`src/rtl/dmem_arbiter_if.sv`:
```
// Bundle of the core (C), debug/DMA (D) and data-memory (M) signals around dmem_arbiter.
// The arbiter connects through the slave modport; requesters and memory use master.
interface dmem_arbiter_if;
    logic        c_req;
    logic [31:0] c_addr;
    logic [31:0] c_wdata;
    logic [1:0]  c_we;
    logic [2:0]  c_re;
    logic        c_gnt;
    logic [31:0] c_rdata;
    logic        c_rvalid;

    logic        d_req;
    logic [31:0] d_addr;
    logic [31:0] d_wdata;
    logic [1:0]  d_we;
    logic [2:0]  d_re;
    logic        d_lock;
    logic        d_gnt;
    logic [31:0] d_rdata;
    logic        d_rvalid;

    logic [31:0] m_addr;
    logic [31:0] m_wdata;
    logic [1:0]  m_we;
    logic [2:0]  m_re;
    logic [31:0] m_rdata;

    logic        stall;

    modport slave (
        input  c_req, c_addr, c_wdata, c_we, c_re,
        output c_gnt, c_rdata, c_rvalid,
        input  d_req, d_addr, d_wdata, d_we, d_re, d_lock,
        output d_gnt, d_rdata, d_rvalid,
        output m_addr, m_wdata, m_we, m_re,
        input  m_rdata,
        output stall
    );

    modport master (
        output c_req, c_addr, c_wdata, c_we, c_re,
        input  c_gnt, c_rdata, c_rvalid,
        output d_req, d_addr, d_wdata, d_we, d_re, d_lock,
        input  d_gnt, d_rdata, d_rvalid,
        input  m_addr, m_wdata, m_we, m_re,
        output m_rdata,
        input  stall
    );
endinterface

```
`src/rtl/dmem_arbiter.sv`:
```
// Round-robin arbiter sharing one data-memory port between the core (C) and a
// debug/DMA requester (D), with a bounded D burst lock and registered read return.
module dmem_arbiter #(
    parameter int unsigned MAX_LOCK = 8
) (
    input  logic          clk_i,
    input  logic          rst_ni,
    dmem_arbiter_if.slave mem_io
);

    typedef enum logic {
        IDLE,
        LOCKED
    } state_e;

    typedef enum logic [1:0] {
        RD_NONE,
        RD_C,
        RD_D
    } rd_src_e;

    state_e      state_q, state_d;
    logic        ptr_q, ptr_d;
    logic [7:0]  lock_cnt_q, lock_cnt_d;
    rd_src_e     rd_src_q, rd_src_d;
    logic [31:0] addr_q, addr_d;
    logic [31:0] wdata_q, wdata_d;
    logic [31:0] c_rdata_q, c_rdata_d;
    logic [31:0] d_rdata_q, d_rdata_d;

    logic        c_gnt;
    logic        d_gnt;
    logic        burst_ok;
    logic        arb;
    logic        prio_d;
    logic [31:0] m_addr;
    logic [31:0] m_wdata;
    logic [1:0]  m_we;
    logic [2:0]  m_re;

    // Arbitration and next-state
    always_comb begin
        c_gnt      = 1'b0;
        d_gnt      = 1'b0;
        state_d    = state_q;
        ptr_d      = ptr_q;
        lock_cnt_d = lock_cnt_q;
        prio_d     = ptr_q;
        burst_ok   = mem_io.d_req & mem_io.d_lock & (32'(lock_cnt_q) < MAX_LOCK);
        arb        = 1'b1;

        if (state_q == LOCKED) begin
            if (burst_ok) begin
                arb        = 1'b0;
                d_gnt      = 1'b1;
                lock_cnt_d = lock_cnt_q + 8'd1;
            end else begin
                // Burst ends: arbitrate this cycle with C first so a waiting core gets its slot.
                state_d    = IDLE;
                lock_cnt_d = '0;
                ptr_d      = 1'b0;
                prio_d     = 1'b0;
            end
        end

        if (arb) begin
            if (mem_io.c_req && (!mem_io.d_req || !prio_d)) begin
                c_gnt = 1'b1;
            end else if (mem_io.d_req) begin
                d_gnt = 1'b1;
            end
            if (d_gnt && mem_io.d_lock) begin
                state_d    = LOCKED;
                lock_cnt_d = 8'd1;
            end
        end

        if (c_gnt) begin
            ptr_d = 1'b1;
        end
        if (d_gnt) begin
            ptr_d = 1'b0;
        end
    end

    // Memory-side mux; address/data hold their last value when idle
    always_comb begin
        m_addr  = addr_q;
        m_wdata = wdata_q;
        m_we    = '0;
        m_re    = '0;
        if (c_gnt) begin
            m_addr  = mem_io.c_addr;
            m_wdata = mem_io.c_wdata;
            m_we    = mem_io.c_we;
            m_re    = mem_io.c_re;
        end else if (d_gnt) begin
            m_addr  = mem_io.d_addr;
            m_wdata = mem_io.d_wdata;
            m_we    = mem_io.d_we;
            m_re    = mem_io.d_re;
        end
    end

    // Read-return capture
    always_comb begin
        addr_d    = m_addr;
        wdata_d   = m_wdata;
        c_rdata_d = c_rdata_q;
        d_rdata_d = d_rdata_q;
        rd_src_d  = RD_NONE;
        if (c_gnt && (mem_io.c_re != 3'b000)) begin
            c_rdata_d = mem_io.m_rdata;
            rd_src_d  = RD_C;
        end else if (d_gnt && (mem_io.d_re != 3'b000)) begin
            d_rdata_d = mem_io.m_rdata;
            rd_src_d  = RD_D;
        end
    end

    always_ff @(posedge clk_i or negedge rst_ni) begin
        if (!rst_ni) begin
            state_q    <= IDLE;
            ptr_q      <= 1'b0;
            lock_cnt_q <= '0;
            rd_src_q   <= RD_NONE;
            addr_q     <= '0;
            wdata_q    <= '0;
            c_rdata_q  <= '0;
            d_rdata_q  <= '0;
        end else begin
            state_q    <= state_d;
            ptr_q      <= ptr_d;
            lock_cnt_q <= lock_cnt_d;
            rd_src_q   <= rd_src_d;
            addr_q     <= addr_d;
            wdata_q    <= wdata_d;
            c_rdata_q  <= c_rdata_d;
            d_rdata_q  <= d_rdata_d;
        end
    end

    assign mem_io.c_gnt    = c_gnt;
    assign mem_io.d_gnt    = d_gnt;
    assign mem_io.c_rdata  = c_rdata_q;
    assign mem_io.d_rdata  = d_rdata_q;
    assign mem_io.c_rvalid = (rd_src_q == RD_C);
    assign mem_io.d_rvalid = (rd_src_q == RD_D);
    assign mem_io.m_addr   = m_addr;
    assign mem_io.m_wdata  = m_wdata;
    assign mem_io.m_we     = m_we;
    assign mem_io.m_re     = m_re;
    assign mem_io.stall    = mem_io.c_req & ~c_gnt;

endmodule

```
`src/flat_wrapper.sv`:
```
// flat-port wrapper written by rule: the top's interface ports become plain ports
module dmem_arbiter_flat 
#(
    parameter int unsigned MAX_LOCK = 8
)
  (clk_i, rst_ni, mem_io_c_req, mem_io_c_addr, mem_io_c_wdata, mem_io_c_we, mem_io_c_re, mem_io_c_gnt, mem_io_c_rdata, mem_io_c_rvalid, mem_io_d_req, mem_io_d_addr, mem_io_d_wdata, mem_io_d_we, mem_io_d_re, mem_io_d_lock, mem_io_d_gnt, mem_io_d_rdata, mem_io_d_rvalid, mem_io_m_addr, mem_io_m_wdata, mem_io_m_we, mem_io_m_re, mem_io_m_rdata, mem_io_stall);
  dmem_arbiter_if mem_io_i ();
  input  logic clk_i;
  input  logic rst_ni;
  input wire logic [$bits(mem_io_i.c_req)-1:0] mem_io_c_req;
  input wire logic [$bits(mem_io_i.c_addr)-1:0] mem_io_c_addr;
  input wire logic [$bits(mem_io_i.c_wdata)-1:0] mem_io_c_wdata;
  input wire logic [$bits(mem_io_i.c_we)-1:0] mem_io_c_we;
  input wire logic [$bits(mem_io_i.c_re)-1:0] mem_io_c_re;
  output wire logic [$bits(mem_io_i.c_gnt)-1:0] mem_io_c_gnt;
  output wire logic [$bits(mem_io_i.c_rdata)-1:0] mem_io_c_rdata;
  output wire logic [$bits(mem_io_i.c_rvalid)-1:0] mem_io_c_rvalid;
  input wire logic [$bits(mem_io_i.d_req)-1:0] mem_io_d_req;
  input wire logic [$bits(mem_io_i.d_addr)-1:0] mem_io_d_addr;
  input wire logic [$bits(mem_io_i.d_wdata)-1:0] mem_io_d_wdata;
  input wire logic [$bits(mem_io_i.d_we)-1:0] mem_io_d_we;
  input wire logic [$bits(mem_io_i.d_re)-1:0] mem_io_d_re;
  input wire logic [$bits(mem_io_i.d_lock)-1:0] mem_io_d_lock;
  output wire logic [$bits(mem_io_i.d_gnt)-1:0] mem_io_d_gnt;
  output wire logic [$bits(mem_io_i.d_rdata)-1:0] mem_io_d_rdata;
  output wire logic [$bits(mem_io_i.d_rvalid)-1:0] mem_io_d_rvalid;
  output wire logic [$bits(mem_io_i.m_addr)-1:0] mem_io_m_addr;
  output wire logic [$bits(mem_io_i.m_wdata)-1:0] mem_io_m_wdata;
  output wire logic [$bits(mem_io_i.m_we)-1:0] mem_io_m_we;
  output wire logic [$bits(mem_io_i.m_re)-1:0] mem_io_m_re;
  input wire logic [$bits(mem_io_i.m_rdata)-1:0] mem_io_m_rdata;
  output wire logic [$bits(mem_io_i.stall)-1:0] mem_io_stall;
  assign mem_io_i.c_req = mem_io_c_req;
  assign mem_io_i.c_addr = mem_io_c_addr;
  assign mem_io_i.c_wdata = mem_io_c_wdata;
  assign mem_io_i.c_we = mem_io_c_we;
  assign mem_io_i.c_re = mem_io_c_re;
  assign mem_io_c_gnt = mem_io_i.c_gnt;
  assign mem_io_c_rdata = mem_io_i.c_rdata;
  assign mem_io_c_rvalid = mem_io_i.c_rvalid;
  assign mem_io_i.d_req = mem_io_d_req;
  assign mem_io_i.d_addr = mem_io_d_addr;
  assign mem_io_i.d_wdata = mem_io_d_wdata;
  assign mem_io_i.d_we = mem_io_d_we;
  assign mem_io_i.d_re = mem_io_d_re;
  assign mem_io_i.d_lock = mem_io_d_lock;
  assign mem_io_d_gnt = mem_io_i.d_gnt;
  assign mem_io_d_rdata = mem_io_i.d_rdata;
  assign mem_io_d_rvalid = mem_io_i.d_rvalid;
  assign mem_io_m_addr = mem_io_i.m_addr;
  assign mem_io_m_wdata = mem_io_i.m_wdata;
  assign mem_io_m_we = mem_io_i.m_we;
  assign mem_io_m_re = mem_io_i.m_re;
  assign mem_io_i.m_rdata = mem_io_m_rdata;
  assign mem_io_stall = mem_io_i.stall;
  dmem_arbiter #(.MAX_LOCK(MAX_LOCK)) u_core (.clk_i(clk_i), .rst_ni(rst_ni), .mem_io(mem_io_i));
endmodule
```
`config.mk`:
```
export PLATFORM = sky130hd
export DESIGN_NAME = dmem_arbiter_flat
export DESIGN_NICKNAME = d
export VERILOG_FILES = /design/src/rtl/dmem_arbiter_if.sv /design/src/rtl/dmem_arbiter.sv /design/src/flat_wrapper.sv
export SDC_FILE = /design/constraint.sdc
export NUM_CORES = 1
export LEC_CHECK = 0
export ABC_AREA = 0
export CORE_AREA = 8 8 136 138
export DETAILED_ROUTE_END_ITERATION = 12
export DIE_AREA = 0 0 144 146
export PLACE_DENSITY = 0.8
export SYNTH_ARGS = -nofsm -noshare
export SYNTH_HDL_FRONTEND = slang
export SYNTH_SLANG_ARGS = --single-unit
```
`constraint.sdc`:
```
create_clock -name clk_i -period 2.2 [get_ports clk_i]
set_input_delay 0.33 -clock clk_i [delete_from_list [all_inputs] [get_ports clk_i]]
set_output_delay 0.33 -clock clk_i [all_outputs]
set_load 0.03 [all_outputs]
```
==> impl_metrics.env, run 1 <==
export IMPL_gp_congestion=0.861
export IMPL_finalWorstSetupSlack_ps=-351
export IMPL_avgSynthCellArea_um2=13.3
export IMPL_multiInputGateArea_um2=3120
export IMPL_synth_top_cell_area_share_pct=52.2
export IMPL_path_max_fanout=45
export IMPL_timing_critical_path_cells="nor3_4 -> a41oi_2 -> nand2b_4 -> buf_12 -> o221a_2 -> buf_4"
export IMPL_yosysWarnings=0
export IMPL_die_x_um=144
export IMPL_p_leak_uw=0.00474
export IMPL_pre_cts_ws_ps=-127
export IMPL_post_route_util_pct=67.7
export IMPL_grt_max_degree=57
export IMPL_num_rows=47
export IMPL_ys_top_cells_by_count="dfrtp_1 (140), and2_1 (66), a211o_1 (64), o221a_2 (64), mux2_2 (35)"
export IMPL_yosysSeqAreaShare_pct=52.2
export IMPL_drive_gt1_share_pct=33.2
export IMPL_drt_iter0_markers=260
export IMPL_cts_path_max_buffers=2
export IMPL_final_setup_tns_ps=-21660
export IMPL_whs_ps=311
export IMPL_yosys_area_top_type="dfrtp_1"
export IMPL_avgViaCountPerCell=5.51
export IMPL_required_ps=1870
export IMPL_grt_pass1_wl_um=37300
export IMPL_ant_nets=0
export IMPL_grt_pass1_vias=6587
export IMPL_hold_violations=0
export IMPL_cts_tree="done"
export IMPL_end_kind="primary output"
export IMPL_avgRoutedWirePerCell_um=22.9
export IMPL_fmax_mhz=392
export IMPL_wl_um=24300
export IMPL_initial_core_util_pct=41.2
export IMPL_track_usage_pct=22.8
export IMPL_ir_drop_v=0.000526
export IMPL_portBuffers=312
export IMPL_yosysMostFrequentCell="dfrtp_1"
export IMPL_die_area_um2=21000
export IMPL_syn_nets=681
export IMPL_slowest_stage="dfrtp_1"
export IMPL_cellPowerDensity_nw_per_um2=895
export IMPL_netlist_top_cells_area="dfrtp_1 (52%), o221a_2 (11%), a211o_1 (8.4%)"
export IMPL_slew_headroom_pct=61.6
export IMPL_worst_path_buf_inv=2
export IMPL_clk_latency_ps=420
export IMPL_ys_async_sr_fraction_pct=100
export IMPL_critical_path_class="reg -> out"
export IMPL_report_final_slew_viol_count=0
export IMPL_firstDrtPassIters=4
export IMPL_crit_path_start_kind="flip-flop"
export IMPL_synth_area_um2=6710
export IMPL_clkSlewWorstSetupHoldPaths_ps=60
export IMPL_drc=0
export IMPL_crit_arrival_ps=2220
export IMPL_vias=5851
export IMPL_cap_violations=0
export IMPL_die_h_um=146
export IMPL_finalCritPeriodShare_pct=116
export IMPL_synth_flop_cell="dfrtp_1"
export IMPL_fillers=1168
export IMPL_synth_cell_types=37
export IMPL_finClkSkew_ps=6.76
export IMPL_regArea_um2=3500
export IMPL_clock_sinks=140
export IMPL_cts_root_buf="clkbuf_16"
export IMPL_crit_family="simple AND/OR/NAND/NOR gates"
export IMPL_worst_slew_pin_transition_ps=576
export IMPL_ios=313
export IMPL_overflow=0
export IMPL_synthCells=505
export IMPL_hold_class="in -> reg"
export IMPL_antenna_found_initial=2
export IMPL_status="finished with violations"
export IMPL_violations="setup timing"
export IMPL_dp_hpwl_um=17900
export IMPL_p_total_uw=9870
export IMPL_period_needed_ps=2550
export IMPL_setup_viol=72
export IMPL_core_um2=16300
export IMPL_synth_edf_count=0
export IMPL_cpPeakStageDelay_ps=410
export IMPL_nets=1004
export IMPL_numCtsBuffers=17
export IMPL_grt_setup_unrepaired="yes"
export IMPL_cts_max_level=4
export IMPL_synth_seq_cells=140
export IMPL_area_growth_synth_to_final_pct=64.2
metal layers:
| layer | up-vias | GRT usage (%) | wire (um) |
|---|---|---|---|
| met3 | 44 | 9.32 | 2460 |
| met5 | - | 0 | 13 |
| met4 | 2 | 9.10 | 608 |
| li1 | 2609 | - | - |
| met2 | 289 | 37.6 | 11800 |
| met1 | 2907 | 25.6 | 9350 |
through the flow:
step | cell area (um2) | std cells
floorplan | 6710 | 505
global placement | 10100 | 1021
detailed placement | 10100 | 1021
CTS | 10900 | 1059
global route | 11000 | 1062
finish | 11000 | 1062
cell usage in the layout, fill, tap and decap left out, types with 2 or more instances in the layout:
master and n:
a211o_1 64, a21oi_1 2, a21oi_4 2, a22o_1 5, and2_1 66, buf_12 17
buf_2 2, buf_4 67, buf_6 23, bufinv_16 2, clkbuf_16 17, clkdlybuf4s50_1 237
clkinv_2 2, clkinvlp_4 2, dfrtp_1 140, inv_2 2, inv_6 6, mux2_2 35
mux2_4 29, nand2_1 10, nand4_1 4, nor2_1 9, nor2b_1 4, nor3_1 2
o221a_2 47, o221a_4 17, o22ai_1 2, xnor2_1 3, xor2_1 3
cell type report:
cell class                 instances  share of cell area (%)
tap                              220                    2.50
multi-input combinational        319                    28.3
sequential                       140                    31.8
inverter                           2                  0.0681
timing repair buffer             348                    32.0
clock buffer                      18                    3.89
clock inverter                    14                    1.43
antenna                            1                  0.0227
tightest hold or removal path, stage by stage:
cell,delay (ps)
buf_2,180
nand2_1,90
mux2i_1,70
timing repair:
action / CTS / global route
hold endpoints to repair: 54 / 0
endpoints found under the setup margin: 72 / 72
buffers inserted: 4 / 3
pin swaps: 8 / 4
gates resized for setup: 32 / 12
hold buffers: 1 / 0
cloned: 1 / 0
cell families (layout without fill, tap and decap cells):
logic type	after synthesis	after routing	share of synthesized area, %
AOI/OAI and AO/OA	147	147	21.4
DFF	140	140	52.2
and+or+nand+nor	100	100	8.89
muxes	65	65	12.5
buffers and inverters	46	382	4.01
xor gates and xnor gates	6	6	0.783
adders and majority gates	1	1	0.186
other	0	1	0
final timing paths:
kind	depth (start not counted)	from	end	slack (ps)
min reg2reg	1	u_core.mem_io.d_rdata[11]	u_core.mem_io.d_rdata[11]	500
min	3	mem_io_c_req	u_core.ptr_q	310
min in group asynchronous	2	rst_ni	u_core.mem_io.c_rdata[3]	450
max	6	u_core.lock_cnt_q[3]	mem_io_m_addr[18]	-350
max reg2reg	6	u_core.lock_cnt_q[3]	u_core.mem_io.d_rdata[28]	220
max in group asynchronous	3	rst_ni	u_core.mem_io.d_rdata[15]	1070
state kept, by name, summed over array words and instances, names as in the netlist:
signal,cells
u_core.wdata_q,32
u_core.mem_io.c_rdata,32
u_core.ptr_q,1
u_core.rd_src_q,2
u_core.lock_cnt_q,8
u_core.state_q,1
u_core.addr_q,32
u_core.mem_io.d_rdata,32
where the power goes:
| part | switching, uW | internal, uW | leakage [uW] |
|---|---|---|---|
| Clock | 1180 | 1700 | 0.000284 |
| Sequential | 235 | 3030 | 0.00165 |
| Combinational | 1920 | 1810 | 0.00281 |
(Power assumes the default switching activity.)
==> run 2: changes to the inputs <==
--- a/config.mk
+++ b/config.mk
@@ -6,10 +6,12 @@
 export NUM_CORES = 1
 export LEC_CHECK = 0
 export ABC_AREA = 0
-export CORE_AREA = 8 8 136 138
+export CELL_PAD_IN_SITES_DETAIL_PLACEMENT = 0
+export CELL_PAD_IN_SITES_GLOBAL_PLACEMENT = 1
+export CORE_AREA = 8 8 154 156
 export DETAILED_ROUTE_END_ITERATION = 12
-export DIE_AREA = 0 0 144 146
-export PLACE_DENSITY = 0.8
+export DIE_AREA = 0 0 162 164
+export PLACE_DENSITY_LB_ADDON = 0.1
 export SYNTH_ARGS = -nofsm -noshare
 export SYNTH_HDL_FRONTEND = slang
 export SYNTH_SLANG_ARGS = --single-unit
==> impl_metrics.env, run 2 (same netlist as run 1, synthesis figures left out) <==
export IMPL_hold_violations=0
export IMPL_cts_tree="done"
export IMPL_ant_nets=0
export IMPL_report_final_slew_viol_count=0
export IMPL_pwr_share_comb_pct=38.5
export IMPL_n_antenna_cell=0
export IMPL_end_kind="primary output"
export IMPL_antenna_found_initial=0
export IMPL_worst_slew_pin_transition_ps=511
export IMPL_timing_critical_path_cells="nor3_4 -> a41oi_2 -> nand2b_4 -> buf_12 -> o221a_2 -> buf_4"
export IMPL_hold_class="in -> reg"
export IMPL_fillers=1889
export IMPL_grt_pass1_wl_um=36000
export IMPL_crit_path_start_kind="flip-flop"
export IMPL_clkPwrFrac_pct=28.7
export IMPL_crit_family="simple AND/OR/NAND/NOR gates"
export IMPL_critical_path_class="reg -> out"
export IMPL_p_int_uw=6510
export IMPL_cts_root_buf="clkbuf_16"
export IMPL_violations="setup timing"
export IMPL_area_growth_synth_to_final_pct=67.4
export IMPL_post_route_util_pct=52.6
export IMPL_avgRoutedWirePerCell_um=20.8
export IMPL_overflow=0
export IMPL_numCtsBuffers=17
export IMPL_die_x_um=162
export IMPL_vias=5750
export IMPL_status="finished with violations"
export IMPL_finClkSkew_ps=14.5
export IMPL_setup_viol=72
export IMPL_die_h_um=164
export IMPL_grt_setup_unrepaired="yes"
export IMPL_track_usage_pct=17.2
export IMPL_gp_congestion=0.741
export IMPL_required_ps=1870
export IMPL_multiInputGateArea_um2=3090
export IMPL_power_share_sequential_pct=32.8
export IMPL_drc=0
export IMPL_cap_violations=0
export IMPL_avgViaCountPerCell=5.08
export IMPL_clkSlewWorstSetupHoldPaths_ps=60
export IMPL_ir_drop_v=0.000460
export IMPL_dp_hpwl_um=16900
export IMPL_cts_path_max_buffers=2
export IMPL_drt_iter0_markers=220
export IMPL_drive_gt1_share_pct=34.0
export IMPL_slowest_stage="dfrtp_1"
export IMPL_cellPowerDensity_nw_per_um2=879
export IMPL_cpPeakStageDelay_ps=410
export IMPL_netSwitchingFraction_pct=34.0
export IMPL_clock_sinks=140
export IMPL_regArea_um2=3500
export IMPL_most_common_layout_cells="clkdlybuf4s50_1 (237), dfrtp_1 (140), and2_1 (66), buf_6 (65), a211o_1 (64)"
export IMPL_p_leak_uw=0.00480
export IMPL_ios=313
export IMPL_nets=1016
export IMPL_portBuffers=312
export IMPL_cts_max_level=4
export IMPL_clk_latency_ps=420
export IMPL_finalWorstSetupSlack_ps=-338
export IMPL_period_needed_ps=2540
export IMPL_die_area_um2=26600
export IMPL_wl_um=23600
export IMPL_pre_cts_ws_ps=-81.4
export IMPL_fmax_mhz=394
export IMPL_num_rows=54
export IMPL_crit_arrival_ps=2210
export IMPL_grt_max_degree=53
export IMPL_slew_headroom_pct=65.9
export IMPL_path_max_fanout=20
export IMPL_mostFrequentLayoutCell="clkdlybuf4s50_1"
export IMPL_grt_pass1_vias=6339
export IMPL_initial_core_util_pct=31.4
export IMPL_p_switching_uw=3360
export IMPL_core_um2=21400
export IMPL_firstDrtPassIters=6
export IMPL_worst_path_buf_inv=2
export IMPL_finalCritPeriodShare_pct=115
export IMPL_p_total_uw=9870
run 2: changes by cell type in the layout (fill, tap and decap cells not counted), moves of 2 or more:
| cell | delta |
|---|---|
| buf_6 | +42 |
| o221a_4 | -4 |
| buf_12 | -6 |
| clkinv_2 | -2 |
| clkinvlp_4 | +2 |
| buf_4 | -25 |
| o221a_2 | +4 |
run 2: cell type report:
type	instances	share of cell area (%)
sequential	140	31.2
timing repair buffer	360	32.9
tap	280	3.12
multi-input combinational	319	27.5
inverter	2	0.0669
clock buffer	18	3.82
clock inverter	14	1.35
run 2: power by group through the flow:
stage | sequential [uW] | combinational [uW] | clock [uW]
after floorplan | 3760 | 1460 | 0
after global placement | 3260 | 3570 | 0
after detailed placement | 3280 | 3590 | 0
after CTS | 3240 | 3760 | 2940
after global routing | 3290 | 3990 | 3050
final | 3230 | 3800 | 2830
run 2: tightest hold or removal path, stage by stage:
cell and delay [ps]:
buf_2 150, nand4_1 160, o22ai_1 110
run 2: path summary, 6_finish.rpt:
kind | start | to | slack [ps] | cells past startpoint
setup / recovery | u_core.lock_cnt_q[3] | mem_io_m_wdata[27] | -340 | 6
hold / removal | mem_io_d_req | u_core.lock_cnt_q[1] | 380 | 3
setup reg to reg | u_core.lock_cnt_q[3] | u_core.mem_io.d_rdata[20] | 230 | 6
hold reg to reg | u_core.mem_io.d_rdata[27] | u_core.mem_io.d_rdata[27] | 500 | 1
max in group asynchronous | rst_ni | u_core.addr_q[29] | 1140 | 3
min in group asynchronous | rst_ni | u_core.mem_io.c_rdata[3] | 390 | 2
run 2: repair_timing:
| item | 4_1_cts | 5_1_grt |
|---|---|---|
| hold buffers | 1 | 0 |
| endpoints found under the setup margin | 72 | 72 |
| pin swaps | 4 | 4 |
| setup buffers | 1 | 1 |
| gates cloned | 0 | 2 |
| hold endpoints to repair | 41 | 0 |
| gates resized for setup | 60 | 20 |
run 2: per-stage QoR:
step / TNS (ps) / hold WS [ps] / cells / instance area [um2]
after floorplan: 0 / 34.4 / 505 / 6710
after global placement: -1930 / 271 / 1097 / 10200
after detailed placement: -2520 / 275 / 1097 / 10200
after CTS: -22360 / 348 / 1131 / 11100
after global routing: -28450 / 397 / 1133 / 11200
final: -21050 / 378 / 1133 / 11200
run 2: per-layer routing:
metal	GRT usage [%]	wire length (um)
met1	20.5	9930
met4	4.25	276
met2	28.7	11500
met5	0	0
met3	6.59	1920
